<file path="src/rtl/alu_cmd_pipe.sv">
// Command front end for the 4-bit ALU: buffers {a,b,op,tag} commands in a FIFO,
// drives the ALU from the FIFO head and registers result/tag with backpressure.
module alu_cmd_pipe #(
   parameter int DEPTH = 4,
   parameter int TAG_W = 4
) (
   input  logic                     clk,
   input  logic                     rst_n,
   input  logic                     cmd_valid,
   output logic                     cmd_ready,
   input  logic [3:0]               cmd_a,
   input  logic [3:0]               cmd_b,
   input  logic [2:0]               cmd_op,
   input  logic [TAG_W-1:0]         cmd_tag,
   output logic [3:0]               alu_a,
   output logic [3:0]               alu_b,
   output logic [2:0]               alu_op,
   input  logic [7:0]               alu_result,
   output logic                     rsp_valid,
   input  logic                     rsp_ready,
   output logic [7:0]               rsp_result,
   output logic                     rsp_err,
   output logic [TAG_W-1:0]         rsp_tag,
   output logic [$clog2(DEPTH):0]   fifo_level
);

   localparam int AW = $clog2(DEPTH);
   localparam int LW = AW + 1;
   localparam int EW = 4 + 4 + 3 + TAG_W;

   localparam logic [LW-1:0] LVL_FULL = LW'(DEPTH);
   localparam logic [LW-1:0] LVL_ONE  = LW'(1);
   localparam logic [AW-1:0] PTR_ONE  = AW'(1);

   localparam logic [2:0] OP_MOD = 3'd2;
   localparam logic [2:0] OP_DIV = 3'd5;

   logic [EW-1:0]    mem_q [DEPTH];
   logic [AW-1:0]    wr_ptr_q, wr_ptr_d;
   logic [AW-1:0]    rd_ptr_q, rd_ptr_d;
   logic [LW-1:0]    level_q, level_d;

   logic             rsp_valid_q, rsp_valid_d;
   logic [7:0]       rsp_result_q, rsp_result_d;
   logic             rsp_err_q, rsp_err_d;
   logic [TAG_W-1:0] rsp_tag_q, rsp_tag_d;

   logic             empty;
   logic             full;
   logic             push;
   logic             pop;
   logic             head_err;

   logic [EW-1:0]    head;
   logic [3:0]       head_a;
   logic [3:0]       head_b;
   logic [2:0]       head_op;
   logic [TAG_W-1:0] head_tag;

   assign empty = (level_q == '0);
   assign full  = (level_q == LVL_FULL);

   // Ready is gated by rst_n so upstream sees 0 for the whole reset window.
   assign cmd_ready = rst_n & ~full;

   assign push = cmd_valid & cmd_ready;
   assign pop  = ~empty & (~rsp_valid_q | rsp_ready);

   assign head = mem_q[rd_ptr_q];
   assign {head_a, head_b, head_op, head_tag} = head;

   assign alu_a  = empty ? 4'd0 : head_a;
   assign alu_b  = empty ? 4'd0 : head_b;
   assign alu_op = empty ? 3'd0 : head_op;

   // The ALU leaves divide/modulo by zero undefined; flag it and zero the result.
   assign head_err = ((head_op == OP_MOD) || (head_op == OP_DIV)) && (head_b == 4'd0);

   always_ff @(posedge clk) begin
      if (push) begin
         mem_q[wr_ptr_q] <= {cmd_a, cmd_b, cmd_op, cmd_tag};
      end
   end

   always_comb begin
      wr_ptr_d = wr_ptr_q;
      rd_ptr_d = rd_ptr_q;
      level_d  = level_q;
      if (push) begin
         wr_ptr_d = wr_ptr_q + PTR_ONE;
      end
      if (pop) begin
         rd_ptr_d = rd_ptr_q + PTR_ONE;
      end
      if (push && !pop) begin
         level_d = level_q + LVL_ONE;
      end else if (pop && !push) begin
         level_d = level_q - LVL_ONE;
      end
   end

   always_comb begin
      rsp_valid_d  = rsp_valid_q;
      rsp_result_d = rsp_result_q;
      rsp_err_d    = rsp_err_q;
      rsp_tag_d    = rsp_tag_q;
      if (pop) begin
         rsp_valid_d  = 1'b1;
         rsp_err_d    = head_err;
         rsp_result_d = head_err ? 8'h00 : alu_result;
         rsp_tag_d    = head_tag;
      end else if (rsp_valid_q && rsp_ready) begin
         rsp_valid_d  = 1'b0;
      end
   end

   always_ff @(posedge clk or negedge rst_n) begin
      if (!rst_n) begin
         wr_ptr_q     <= '0;
         rd_ptr_q     <= '0;
         level_q      <= '0;
         rsp_valid_q  <= 1'b0;
         rsp_result_q <= 8'h00;
         rsp_err_q    <= 1'b0;
         rsp_tag_q    <= '0;
      end else begin
         wr_ptr_q     <= wr_ptr_d;
         rd_ptr_q     <= rd_ptr_d;
         level_q      <= level_d;
         rsp_valid_q  <= rsp_valid_d;
         rsp_result_q <= rsp_result_d;
         rsp_err_q    <= rsp_err_d;
         rsp_tag_q    <= rsp_tag_d;
      end
   end

   assign rsp_valid  = rsp_valid_q;
   assign rsp_result = rsp_result_q;
   assign rsp_err    = rsp_err_q;
   assign rsp_tag    = rsp_tag_q;
   assign fifo_level = level_q;

endmodule

</file>
<file path="config.mk">
export PLATFORM = sky130hd
export DESIGN_NAME = alu_cmd_pipe
export DESIGN_NICKNAME = d
export VERILOG_FILES = /design/src/rtl/alu_cmd_pipe.sv
export SDC_FILE = /design/constraint.sdc
export NUM_CORES = 1
export LEC_CHECK = 0
export BUFFER_PORTS_ARGS = -buffer_cell sky130_fd_sc_hd__buf_2
export CAP_MARGIN = 5
export CORE_MARGIN = 10
export CORE_UTILIZATION = 30
export DETAILED_ROUTE_END_ITERATION = 16
export GPL_TIMING_DRIVEN = 0
export SETUP_SLACK_MARGIN = 0.3
export SLEW_MARGIN = 30
export SYNTH_ARGS = -nofsm -noshare
export SYNTH_HDL_FRONTEND = slang
export SYNTH_SLANG_ARGS = --single-unit
</file>
<file path="constraint.sdc">
create_clock -name clk -period 7.7 [get_ports clk]
set_clock_uncertainty 0.15 [all_clocks]
set_input_delay 1.155 -clock clk [delete_from_list [all_inputs] [get_ports clk]]
set_output_delay 1.155 -clock clk [all_outputs]
set_load 0.1 [all_outputs]
</file>
==> results of run 1 <==
==> worst paths after layout <==
path                            endpoint  slack, ps
setup reg to reg           fifo_level[2]       4610
min in group asynchronous  rsp_result[1]        610
hold / removal                rsp_tag[3]        330
setup / recovery               cmd_ready       3780
hold reg to reg               rsp_tag[3]        330
max in group asynchronous  rsp_result[5]       6460
==> kinds of logic after synthesis <==
family          Yosys count
compound gates           11
fa+ha+maj                 6
flops                    81
simple gates             54
xor+xnor                  6
buf+inv                  11
mux                      17
==> synthesized netlist by cell type, drive strengths merged <==
master / n
and2: 1
inv: 3
and3: 4
nor2b: 12
ha: 5
a211oi: 1
clkbuf: 4
clkinv: 1
a21oi: 8
mux4: 15
or4: 1
mux2: 2
fa: 1
nor2: 2
edfxtp: 60
nand2b: 1
nor3: 1
nand2: 30
buf: 3
nand3b: 1
a21o: 1
a21boi: 1
or3b: 1
xnor2: 4
xor2: 2
dfrtp: 21
==> cell usage in the layout, fill, tap and decap left out, drive strengths merged <==
cell type,n
edfxtp,60
buf,58
nand2,30
dfrtp,21
mux4,15
clkbuf,13
nor2b,12
a21oi,8
clkinv,6
ha,5
and3,4
xnor2,4
inv,4
nor2,2
mux2,2
xor2,2
nor3,1
a21boi,1
and2,1
nand2b,1
or3b,1
nand3b,1
or4,1
a211oi,1
a21o,1
fa,1
bufinv,1
==> per-layer routing <==
layer / vias to the layer above / global-route usage (%) / routed length [microns]
met5: - / 0 / 0
met3: 6 / 4.39 / 603
met1: 858 / 10.5 / 2830
li1: 822 / - / -
met2: 65 / 13.6 / 2920
met4: 0 / 2.62 / 58
==> area by class of cell <==
| type | instances | share of cell area (%) |
|---|---|---|
| inverter | 4 | 0.389 |
| tap | 136 | 4.41 |
| multi-input combinational | 94 | 21.9 |
| clock inverter | 7 | 1.78 |
| timing repair buffer | 55 | 7.13 |
| clock buffer | 9 | 3.21 |
| buffer | 7 | 0.875 |
| sequential | 81 | 60.3 |
==> critical path: cells and delay by family <==
kind	cells	cell delay, ps
AOI/OAI and AO/OA	1	520
buffers and inverters	2	930
==> flip-flops by register name, summed over array words and instances, names as in the netlist <==
signal and cells:
rsp_tag 4, rd_ptr_q 2, mem_q 60, rsp_err 1, fifo_level 3, rsp_valid 1, wr_ptr_q 2, rsp_result 8
==> metrics by stage <==
stage	hold WS, ps	setup WS, ps	area (sq um)
detailed placement	316	3740	3670
floorplan	384	2520	3220
finish	331	3780	3860
CTS	336	3740	3860
global placement	311	3750	3670
global route	376	3600	3860
==> flow_metrics.env, run 1 <==
export IMPL_slew_violations=0
export IMPL_ant_nets=0
export IMPL_antenna_found_initial=0
export IMPL_synth_top_cell_area_share_pct=55.9
export IMPL_track_usage_pct=8.77
export IMPL_die_area_sq_um=15300
export IMPL_htree_levels=3
export IMPL_rows=37
export IMPL_synthMuxAreaShare_pct=11.5
export IMPL_syn_num_nets=219
export IMPL_crit_arrival_ps=2610
export IMPL_fp_dieW_microns=124
export IMPL_cts_tree="done"
export IMPL_ys_warn_count=0
export IMPL_synth_xor_area_share_pct=1.63
export IMPL_gp_congestion=0.724
export IMPL_via_count=1751
export IMPL_grt_pass1_wl_mm=9.98
export IMPL_clock_sinks=81
export IMPL_critPathMaxFanout=22
export IMPL_relSlewSlack_pct=42.1
export IMPL_synth_cells=186
export IMPL_yosysSeqAreaShare_pct=72.2
export IMPL_drive_above_1_share_pct=33.5
export IMPL_synth_area_sq_um=3220
export IMPL_grt_start_max_net_pins=23
export IMPL_wl_mm=6.41
export IMPL_fmaxAchievable_mhz=255
export IMPL_rsz0062_at_grt="false"
export IMPL_synth_fa_ha_area_share_pct=2.56
export IMPL_final_core_util_pct=37.1
export IMPL_drt_pass1_iterations=4
export IMPL_cts_clk_slew_worst_paths_ps=80
export IMPL_end_kind="primary output"
export IMPL_syn_avg_cell_area_sq_um=17.3
export IMPL_multiInputGateArea_sq_um=847
export IMPL_layout_area_seq_sq_um=2330
export IMPL_crit_chain="buf_2 -> a21boi_0 -> buf_2"
export IMPL_drv_cap=0
export IMPL_setup_viol=0
export IMPL_io_pins=56
export IMPL_vias_per_cell=4.46
export IMPL_layoutNonFillerInstCount=393
export IMPL_start_util_pct=30.9
export IMPL_cp_slowest_cell="buf_2"
export IMPL_core_sq_um=10400
export IMPL_status="finished, final reports clean"
export IMPL_hp_class="flop to flop"
export IMPL_n_antenna_cell=0
export IMPL_critPathMaxStageDelay_ps=530
export IMPL_io_buffer_count=55
export IMPL_die_h_microns=124
export IMPL_critPathLaunchType="primary input"
export IMPL_dp_cells=377
export IMPL_synthSimpleGateAreaFrac_pct=8.23
export IMPL_synth_top_family_by_area="multiplexers"
export IMPL_clockRootBuffer="clkbuf_8"
export IMPL_first_iter_violations=86
export IMPL_worstPathRequired_ps=6390
export IMPL_ctsHoldBuffers=0
export IMPL_synth_seq_cells=81
export IMPL_synth_top_cells_by_area="edfxtp_1 (56%), dfrtp_1 (16%), mux4_2 (8.4%), nand2_1 (3.5%), mux4_1 (2.4%)"
export IMPL_fill_cells=984
export IMPL_yosysTopAreaCell="edfxtp_1"
export IMPL_dpl_hpwl_mm=4.51
export IMPL_finalWorstPathRequiredPeriod_ps=3920
export IMPL_synth_cell_types=28
export IMPL_finalCritPeriodShare_pct=50.9
export IMPL_area_growth_pct=19.8
export IMPL_hold_viol_final=0
export IMPL_path_common_cell="buf_2"
export IMPL_min_delay_start="rsp_tag[3]"
export IMPL_remaining_drc_errors=0
export IMPL_hold_path_cell_count=2
export IMPL_final_nets=285
export IMPL_worstMarginPinSlew_ps=869
export IMPL_path_class="primary input to primary output"
export IMPL_gr_total_overflow=0
export IMPL_grt_pass1_vias=1845
export IMPL_synth_compound_area_share_pct=2.33
export IMPL_crit_reg2reg_launch="fifo_level[0]"
export IMPL_cts_buffers=9
export IMPL_critPathLaunch="rst_n"
export IMPL_max_clock_path_buffers=2
export IMPL_cts_repair_resized=0
export IMPL_avgRoutedWirePerCell_microns=16.3
export IMPL_cts_setup_buffers=0
export IMPL_fin_tns_setup_ps=0
export IMPL_worstRegToRegCells=10
export IMPL_clk_latency_ps=350
Power of run 1 is not shown: default switching activity piles up to over one toggle a cycle in this logic, so the estimate is an artifact.
==> run 2: changes to the inputs <==
==> constraint.sdc (replaced) <==
create_clock -name clk -period 3.4 [get_ports clk]
set_clock_uncertainty 0.15 [all_clocks]
set_input_delay 0.51 -clock clk [delete_from_list [all_inputs] [get_ports clk]]
set_output_delay 0.51 -clock clk [all_outputs]
set_load 0.1 [all_outputs]
==> flow_metrics.env, run 2 (synthesis results as in run 1) <==
export IMPL_multiInputGateArea_sq_um=868
export IMPL_dpl_hpwl_mm=4.52
export IMPL_r2r_slack_ps=570
export IMPL_first_iter_violations=121
export IMPL_finalCritPeriodShare_pct=86.1
export IMPL_avgRoutedWirePerCell_microns=16.5
export IMPL_fin_tns_setup_ps=0
export IMPL_critPathMaxStageDelay_ps=410
export IMPL_ant_nets=0
export IMPL_rows=37
export IMPL_rsz0062_at_grt="false"
export IMPL_layout_commonest_cell="edfxtp_1"
export IMPL_antenna_found_initial=0
export IMPL_critPathBufInv=3
export IMPL_die_area_sq_um=15300
export IMPL_fmaxAchievable_mhz=342
export IMPL_vias_per_cell=4.43
export IMPL_grt_pass1_vias=1888
export IMPL_path_class="flop to primary output"
export IMPL_critPathMaxFanout=10
export IMPL_gr_total_overflow=0
export IMPL_cts_clk_slew_worst_paths_ps=80
export IMPL_track_usage_pct=8.89
export IMPL_hold_viol_final=0
export IMPL_gp_congestion=0.716
export IMPL_slew_violations=0
export IMPL_drive_above_1_share_pct=37.2
export IMPL_largest_reg_flops=60
export IMPL_setup_viol=0
export IMPL_hp_class="primary input to flop"
export IMPL_relSlewSlack_pct=41.1
export IMPL_finalWorstPathRequiredPeriod_ps=2930
export IMPL_remaining_drc_errors=0
export IMPL_crit_arrival_ps=2270
export IMPL_crit_family="buffers and inverters"
export IMPL_fill_cells=989
export IMPL_area_growth_pct=21.4
export IMPL_io_pins=56
export IMPL_cp_slowest_cell="mux4_1"
export IMPL_critPathLaunchType="flop"
export IMPL_via_count=1744
export IMPL_cts_setup_buffers=0
export IMPL_io_buffer_count=55
export IMPL_max_clock_path_buffers=2
export IMPL_grt_pass1_wl_mm=10.2
export IMPL_die_h_microns=124
export IMPL_worstMarginPinSlew_ps=883
export IMPL_final_nets=286
export IMPL_clockRootBuffer="clkbuf_8"
export IMPL_core_sq_um=10400
export IMPL_status="finished, final reports clean"
export IMPL_worstPathRequired_ps=2740
export IMPL_wl_mm=6.50
export IMPL_n_antenna_cell=0
export IMPL_cts_tree="done"
export IMPL_start_util_pct=30.9
export IMPL_clk_latency_ps=330
export IMPL_fp_dieW_microns=124
export IMPL_drt_pass1_iterations=4
export IMPL_end_kind="primary output"
export IMPL_layout_area_seq_sq_um=2330
export IMPL_drv_cap=0
export IMPL_htree_levels=3
export IMPL_clock_sinks=81
export IMPL_mostFrequentLayoutCells="edfxtp_1 (60), buf_2 (56), nand2_1 (30)"
export IMPL_crit_chain="clkbuf_1 -> clkbuf_2 -> mux4_1 -> nor2b_1 -> buf_2"
export IMPL_cts_buffers=9
export IMPL_grt_start_max_net_pins=23
export IMPL_top_register="mem_q"
## run 2: changes by cell type in the layout (fill, tap and decap cells not counted), moves of 2 or more
cell	change
nor2b_1	-4
nor2b_2	+4
dfrtp_1	-3
dfrtp_2	+3
buf_1	-2
clkbuf_1	+2
clkbuf_16	+2
clkinv_1	-2
clkinv_4	-2
## run 2: layer usage
metal / vias to the layer above / routed length (microns) / global-route usage, %
li1: 828 / - / -
met1: 845 / 2850 / 10.5
met2: 66 / 2950 / 14.2
met3: 5 / 649 / 4.48
met4: 0 / 50 / 1.97
met5: - / 0 / 0
## run 2: timing repair
action                                  4_1_cts  5_1_grt
pin swaps                                     0        0
hold buffers                                  1        0
gates cloned                                  0        0
endpoints found under the setup margin        6        5
gates resized for setup                       4        3
endpoints found under the hold margin        21        0
## run 2: final timing paths
kind,start,depth (start not counted),end
max,rd_ptr_q[1],5,alu_b[3]
min,cmd_b[0],1,mem_q[1][7]
max reg2reg,fifo_level[0],10,fifo_level[2]
min reg2reg,rsp_tag[1],2,rsp_tag[1]
max in group asynchronous,rst_n,2,fifo_level[2]
min in group asynchronous,rst_n,2,rsp_result[6]
## run 2: layout make-up
cell class                 count  area share [%]
buffer                         7           0.959
clock buffer                  15            5.08
clock inverter                 1           0.128
inverter                       4           0.384
multi-input combinational     94            22.2
sequential                    81            59.6
tap                          136            4.35
timing repair buffer          56            7.35
## run 2: stage by stage
| stage | setup slack [ps] | hold slack [ps] | std cells | area, sq um | utilization, % |
|---|---|---|---|---|---|
| 6_report | 473 | 234 | 394 | 3910 | 37.6 |
| 5_1_grt | 302 | 208 | 394 | 3910 | 37.6 |
| 4_1_cts | 351 | 214 | 394 | 3920 | 37.6 |
| 3_5_place_dp | 273 | 318 | 377 | 3690 | 35.5 |
| 3_3_place_gp | 292 | 313 | 377 | 3690 | 35.5 |
| 2_1_floorplan | 239 | 64.4 | 186 | 3250 | - |
Power of run 2 is left out for the same reason.
